$ cat config.mk
export PLATFORM = sky130hd
export DESIGN_NAME = instr_fetch_flat
export DESIGN_NICKNAME = d
export VERILOG_FILES = /design/src/rtl/instr_fetch_if.sv /design/src/rtl/instr_fetch.sv /design/src/flat_wrapper.sv
export SDC_FILE = /design/constraint.sdc
export NUM_CORES = 1
export LEC_CHECK = 0
export CAP_MARGIN = 20
export CORE_UTILIZATION = 47
export DETAILED_ROUTE_END_ITERATION = 8
export PLACE_DENSITY = 0.83
export REMOVE_ABC_BUFFERS = 1
export SLEW_MARGIN = 30
export SYNTH_ARGS = -nofsm -noshare
export SYNTH_HDL_FRONTEND = slang
export SYNTH_SLANG_ARGS = --single-unit
$ cat constraint.sdc
create_clock -name clk -period 3.5 [get_ports clk]
set_input_delay 0.7 -clock clk [delete_from_list [all_inputs] [get_ports clk]]
set_output_delay 0.7 -clock clk [all_outputs]
set_load 0.05 [all_outputs]
$ cat src/rtl/instr_fetch_if.sv
// instr_fetch_if: ROM port, decode handshake and redirect bundle for the fetch stage
interface instr_fetch_if #(parameter int ADDR_W = 8, parameter int DATA_W = 8);
  logic [ADDR_W-1:0] rom_addr;
  logic rom_read;
  logic rom_ena;
  logic [DATA_W-1:0] rom_data;
  logic ir_valid;
  logic ir_ready;
  logic [DATA_W-1:0] ir_opcode;
  logic [DATA_W-1:0] ir_operand;
  logic ir_two_byte;
  logic [ADDR_W-1:0] ir_pc;
  logic redirect_valid;
  logic [ADDR_W-1:0] redirect_addr;
  logic halted;
  modport master (
    output rom_addr, rom_read, rom_ena, ir_valid, ir_opcode, ir_operand, ir_two_byte, ir_pc, halted,
    input rom_data, ir_ready, redirect_valid, redirect_addr
  );
  modport slave (
    input rom_addr, rom_read, rom_ena, ir_valid, ir_opcode, ir_operand, ir_two_byte, ir_pc, halted,
    output rom_data, ir_ready, redirect_valid, redirect_addr
  );
endinterface

$ cat src/rtl/instr_fetch.sv
// instr_fetch: fetches 1/2-byte instructions from ROM and hands them to decode via valid/ready
module instr_fetch #(
  parameter int ADDR_W = 8,
  parameter int DATA_W = 8,
  parameter logic [ADDR_W-1:0] RESET_PC = '0
) (
  input logic clk,
  input logic rst,
  instr_fetch_if.master bus
);
  typedef enum logic [1:0] {F_OP, F_ARG, OUT, HALT} state_t;
  state_t state;
  logic [ADDR_W-1:0] pc;
  logic fetching, two_byte;
  assign fetching = (state == F_OP || state == F_ARG) && !rst;
  assign two_byte = bus.rom_data[7:4] inside {4'h1, 4'h2, 4'h3, 4'hA};
  assign bus.rom_addr = pc;
  assign bus.rom_read = fetching;
  assign bus.rom_ena = fetching;
  always_ff @(posedge clk) begin
    if (rst) begin
      pc <= RESET_PC;
      state <= F_OP;
      bus.ir_valid <= 1'b0;
      bus.ir_opcode <= '0;
      bus.ir_operand <= '0;
      bus.ir_two_byte <= 1'b0;
      bus.ir_pc <= '0;
      bus.halted <= 1'b0;
    end else if (bus.redirect_valid && state != HALT) begin
      pc <= bus.redirect_addr;
      bus.ir_valid <= 1'b0;
      state <= F_OP;
    end else begin
      case (state)
        F_OP: begin
          bus.ir_opcode <= bus.rom_data;
          bus.ir_pc <= pc;
          bus.ir_operand <= '0;
          bus.ir_two_byte <= two_byte;
          pc <= pc + 1'b1;
          state <= two_byte ? F_ARG : OUT;
          bus.ir_valid <= !two_byte;
        end
        F_ARG: begin
          bus.ir_operand <= bus.rom_data;
          pc <= pc + 1'b1;
          state <= OUT;
          bus.ir_valid <= 1'b1;
        end
        OUT: if (bus.ir_ready) begin
          bus.ir_valid <= 1'b0;
          state <= (bus.ir_opcode[7:4] == 4'hF) ? HALT : F_OP;
          bus.halted <= bus.ir_opcode[7:4] == 4'hF;
        end
        default: ;
      endcase
    end
  end
endmodule
$ cat src/flat_wrapper.sv
// flat-port wrapper written by rule: the top's interface ports become plain ports
module instr_fetch_flat 
#(
  parameter int ADDR_W = 8,
  parameter int DATA_W = 8,
  parameter logic [ADDR_W-1:0] RESET_PC = '0
)
  (clk, rst, bus_rom_addr, bus_rom_read, bus_rom_ena, bus_ir_valid, bus_ir_opcode, bus_ir_operand, bus_ir_two_byte, bus_ir_pc, bus_halted, bus_rom_data, bus_ir_ready, bus_redirect_valid, bus_redirect_addr);
  instr_fetch_if #(.ADDR_W(ADDR_W), .DATA_W(DATA_W)) bus_i ();
  input logic clk;
  input logic rst;
  output wire logic [$bits(bus_i.rom_addr)-1:0] bus_rom_addr;
  output wire logic [$bits(bus_i.rom_read)-1:0] bus_rom_read;
  output wire logic [$bits(bus_i.rom_ena)-1:0] bus_rom_ena;
  output wire logic [$bits(bus_i.ir_valid)-1:0] bus_ir_valid;
  output wire logic [$bits(bus_i.ir_opcode)-1:0] bus_ir_opcode;
  output wire logic [$bits(bus_i.ir_operand)-1:0] bus_ir_operand;
  output wire logic [$bits(bus_i.ir_two_byte)-1:0] bus_ir_two_byte;
  output wire logic [$bits(bus_i.ir_pc)-1:0] bus_ir_pc;
  output wire logic [$bits(bus_i.halted)-1:0] bus_halted;
  input wire logic [$bits(bus_i.rom_data)-1:0] bus_rom_data;
  input wire logic [$bits(bus_i.ir_ready)-1:0] bus_ir_ready;
  input wire logic [$bits(bus_i.redirect_valid)-1:0] bus_redirect_valid;
  input wire logic [$bits(bus_i.redirect_addr)-1:0] bus_redirect_addr;
  assign bus_rom_addr = bus_i.rom_addr;
  assign bus_rom_read = bus_i.rom_read;
  assign bus_rom_ena = bus_i.rom_ena;
  assign bus_ir_valid = bus_i.ir_valid;
  assign bus_ir_opcode = bus_i.ir_opcode;
  assign bus_ir_operand = bus_i.ir_operand;
  assign bus_ir_two_byte = bus_i.ir_two_byte;
  assign bus_ir_pc = bus_i.ir_pc;
  assign bus_halted = bus_i.halted;
  assign bus_i.rom_data = bus_rom_data;
  assign bus_i.ir_ready = bus_ir_ready;
  assign bus_i.redirect_valid = bus_redirect_valid;
  assign bus_i.redirect_addr = bus_redirect_addr;
  instr_fetch #(.ADDR_W(ADDR_W), .DATA_W(DATA_W), .RESET_PC(RESET_PC)) u_core (.clk(clk), .rst(rst), .bus(bus_i));
endmodule
==> metrics.txt <==
outcome=finished, final reports clean; Final GP Congestion=0.758; initial antenna violation count=0; Startpoint Class=flip-flop; Slew Viols, Final=0; mean routed wirelength per cell=13.3 um; Avg Vias per Cell=5.19; Worst-Margin Slew=0.618 ns; placed cells=282; Root Buffer=clkbuf_4; vias in the first global route=1253; slowest cell on the critical path=dfxtp_1; die width=60.2 um; CTS tree=built; sequential cell area=741 um^2; fillcell total=262; TNS Setup=0 ns; CP Data Arrival Time=1.76 ns; Finished Layout Cells=290; Post-CTS Hold Buffers=0; post-synth top area share=0.465; leakage power=0.838 nW; Iteration-0 DRC Markers=89; antenna diode count=0; slew margin rel.=0.588; synth unique cells=35; synthesis-stage register bit count=37; clock skew=0.00932 ns; Yosys warnings=0; WL final=3.84 mm; I/O pin total=57; Synth Flop Type=dfxtp_1; Crit path largest cell delay=0.41 ns; Worst-Skew Late Latency=0.35 ns; H-tree levels=2; clk buf depth=2; Post-CTS Setup Bufs=0; Synth Cell Area=0.00159 mm^2; ys async rst share=0; critical-path cell list=inv_1 > ha_1 > nor2_2 > nor2_1 > buf_12; Tot GR Track Use=0.222; first-pass GRT wire length=5.82 mm; hold slack=0.463 ns; final hold vios=0; placed inst area=0.00218 mm^2; Resize count post-CTS=0; CP Class=flip-flop to output pin; Max Cap Viol=0; post-synthesis sequential area ratio=0.465; unrepaired setup endpoints after global routing=false; largest net degree at the start of global routing=37; DPL Wire Length=2.72 mm; Max rail drop VDD=0.305 mV; GRT overflow=0; commonest non-fill, non-tap cell in the layout=clkdlybuf4s50_1; Initial Util=0.510; area leader, netlist=dfxtp_1; final worst path period share=0.703; Post-Synthesis Cells=192; minimum clock period after layout=2.46 ns; area of the multi-input gates=783 um^2; Critical Path Fanout Max=6; CP bufs+invs=2; Core ar.=0.00313 mm^2; Worst Hold Class=flip-flop to flip-flop; post-route ant nets=0; number of remaining DRC errors=0; vias=1506; Layout Utilization=0.725; fraction of layout cells with a size suffix above 1=0.0650; Synth area leaders=dfxtp_1 46%, nand2_1 9.7%, a21oi_1 6.9%; DRT Pass-1 Iters=5; die area=0.00363 mm^2; row count=20; Clock Sink Count=37; Fmax=406 MHz; Post-layout nets=271; number of synthesized flops with an enable pin=0; Area Overhead vs Synth=42.2%; worst endpoint required time=2.80 ns; number of buffers created by CTS=5; Largest delay share family, worst path=simple AND/OR/NAND/NOR gates; CP Capture Type=output pin; Worst-path clk slew=0.11 ns; commonest cells after routing, fill and taps aside=54 x clkdlybuf4s50_1, 41 x nand2_1, 37 x dfxtp_1, 22 x a21oi_1, 20 x nor2_1; IO Port Bufs=56; final instance area=0.00227 mm^2; Syn Area/Cell=8.30 um^2; Die Y=60.2 um; # setup viols final=0; Power Density=456 mW/mm^2
[synth_stat cells (all sizes together) (3+ instances only)]
master / number
inv: 4
clkbuf: 4
buf: 7
nor2: 21
o21ai: 8
a21oi: 22
dfxtp: 37
nand2: 41
a211oi: 3
a22oi: 8
or3: 3
ha: 6
nand3: 4
a311oi: 3
[worst paths after layout]
kind | start | cells past startpoint | to | slack [ns]
worst max-delay path | u_core.state[1] | 5 | bus_rom_ena | 1.04
worst min-delay path | u_core.bus.ir_opcode[1] | 2 | u_core.bus.ir_opcode[1] | 0.46
worst max register to register | u_core.state[0] | 5 | u_core.bus.ir_pc[3] | 1.41
worst min register to register | u_core.bus.ir_opcode[1] | 2 | u_core.bus.ir_opcode[1] | 0.46
[stage by stage]
stage | setup WS [ns] | total power, W
after floorplan | 0.751 | 0.000628
after global placement | 1.03 | 0.000731
after detailed placement | 0.926 | 0.000734
after CTS | 1.01 | 0.00104
after global routing | 0.889 | 0.00108
final | 1.04 | 0.00103
[report_power, final]
group	switching [W]	internal [W]	total (W)
sequential	0.0000237	0.000445	0.000468
combinational	0.000163	0.0000937	0.000256
clock	0.000138	0.000171	0.000309
total	0.000324	0.000709	0.00103
[metal layers]
metal | part of all wire | global-route usage | up-vias | routed length, um
met5 | 0 | 0 | - | 0
met4 | 0.0088 | 0.0797 | 0 | 34
met1 | 0.45 | 0.292 | 686 | 1730
met2 | 0.47 | 0.336 | 52 | 1810
li1 | - | - | 765 | -
met3 | 0.070 | 0.0736 | 3 | 270
[area by class of cell]
cell class              count  share of cell area
well taps                  44              0.0243
clock buffers               7              0.0243
clock inverters             1              0.0132
flip-flops and latches     37               0.327
repair buffers             57               0.259
multi-input cells         140               0.345
inverters                   4             0.00662
[registers in the layout (all words and copies together), names as in the netlist]
signal / cells
u_core.bus.ir_pc: 8
u_core.state: 2
u_core.bus.rom_addr: 8
u_core.bus.ir_valid: 1
u_core.bus.halted: 1
u_core.bus.ir_opcode: 8
u_core.bus.ir_operand: 8
u_core.bus.ir_two_byte: 1
[worst min-delay path: cells and delay by family, from the launching register on]
kind,cells,cell delay [ns]
flip-flops,1,0.33
AND/OR/NAND/NOR,1,0.05
AO/OA/AOI/OAI,1,0.05
[cells by family (layout without fill, tap and decap cells)]
kind of cell               after synthesis  in the layout  synth area share
muxes                                    2              2            0.0126
xor gates and xnor gates                 4              4            0.0220
DFF                                     37             37             0.465
AOI/OAI and AO/OA                       48             48             0.187
and+or+nand+nor                         80             80             0.223
adders and majority gates                6              6            0.0471
buffers and inverters                   15             69            0.0439
Power figures use the tool's default switching activity.
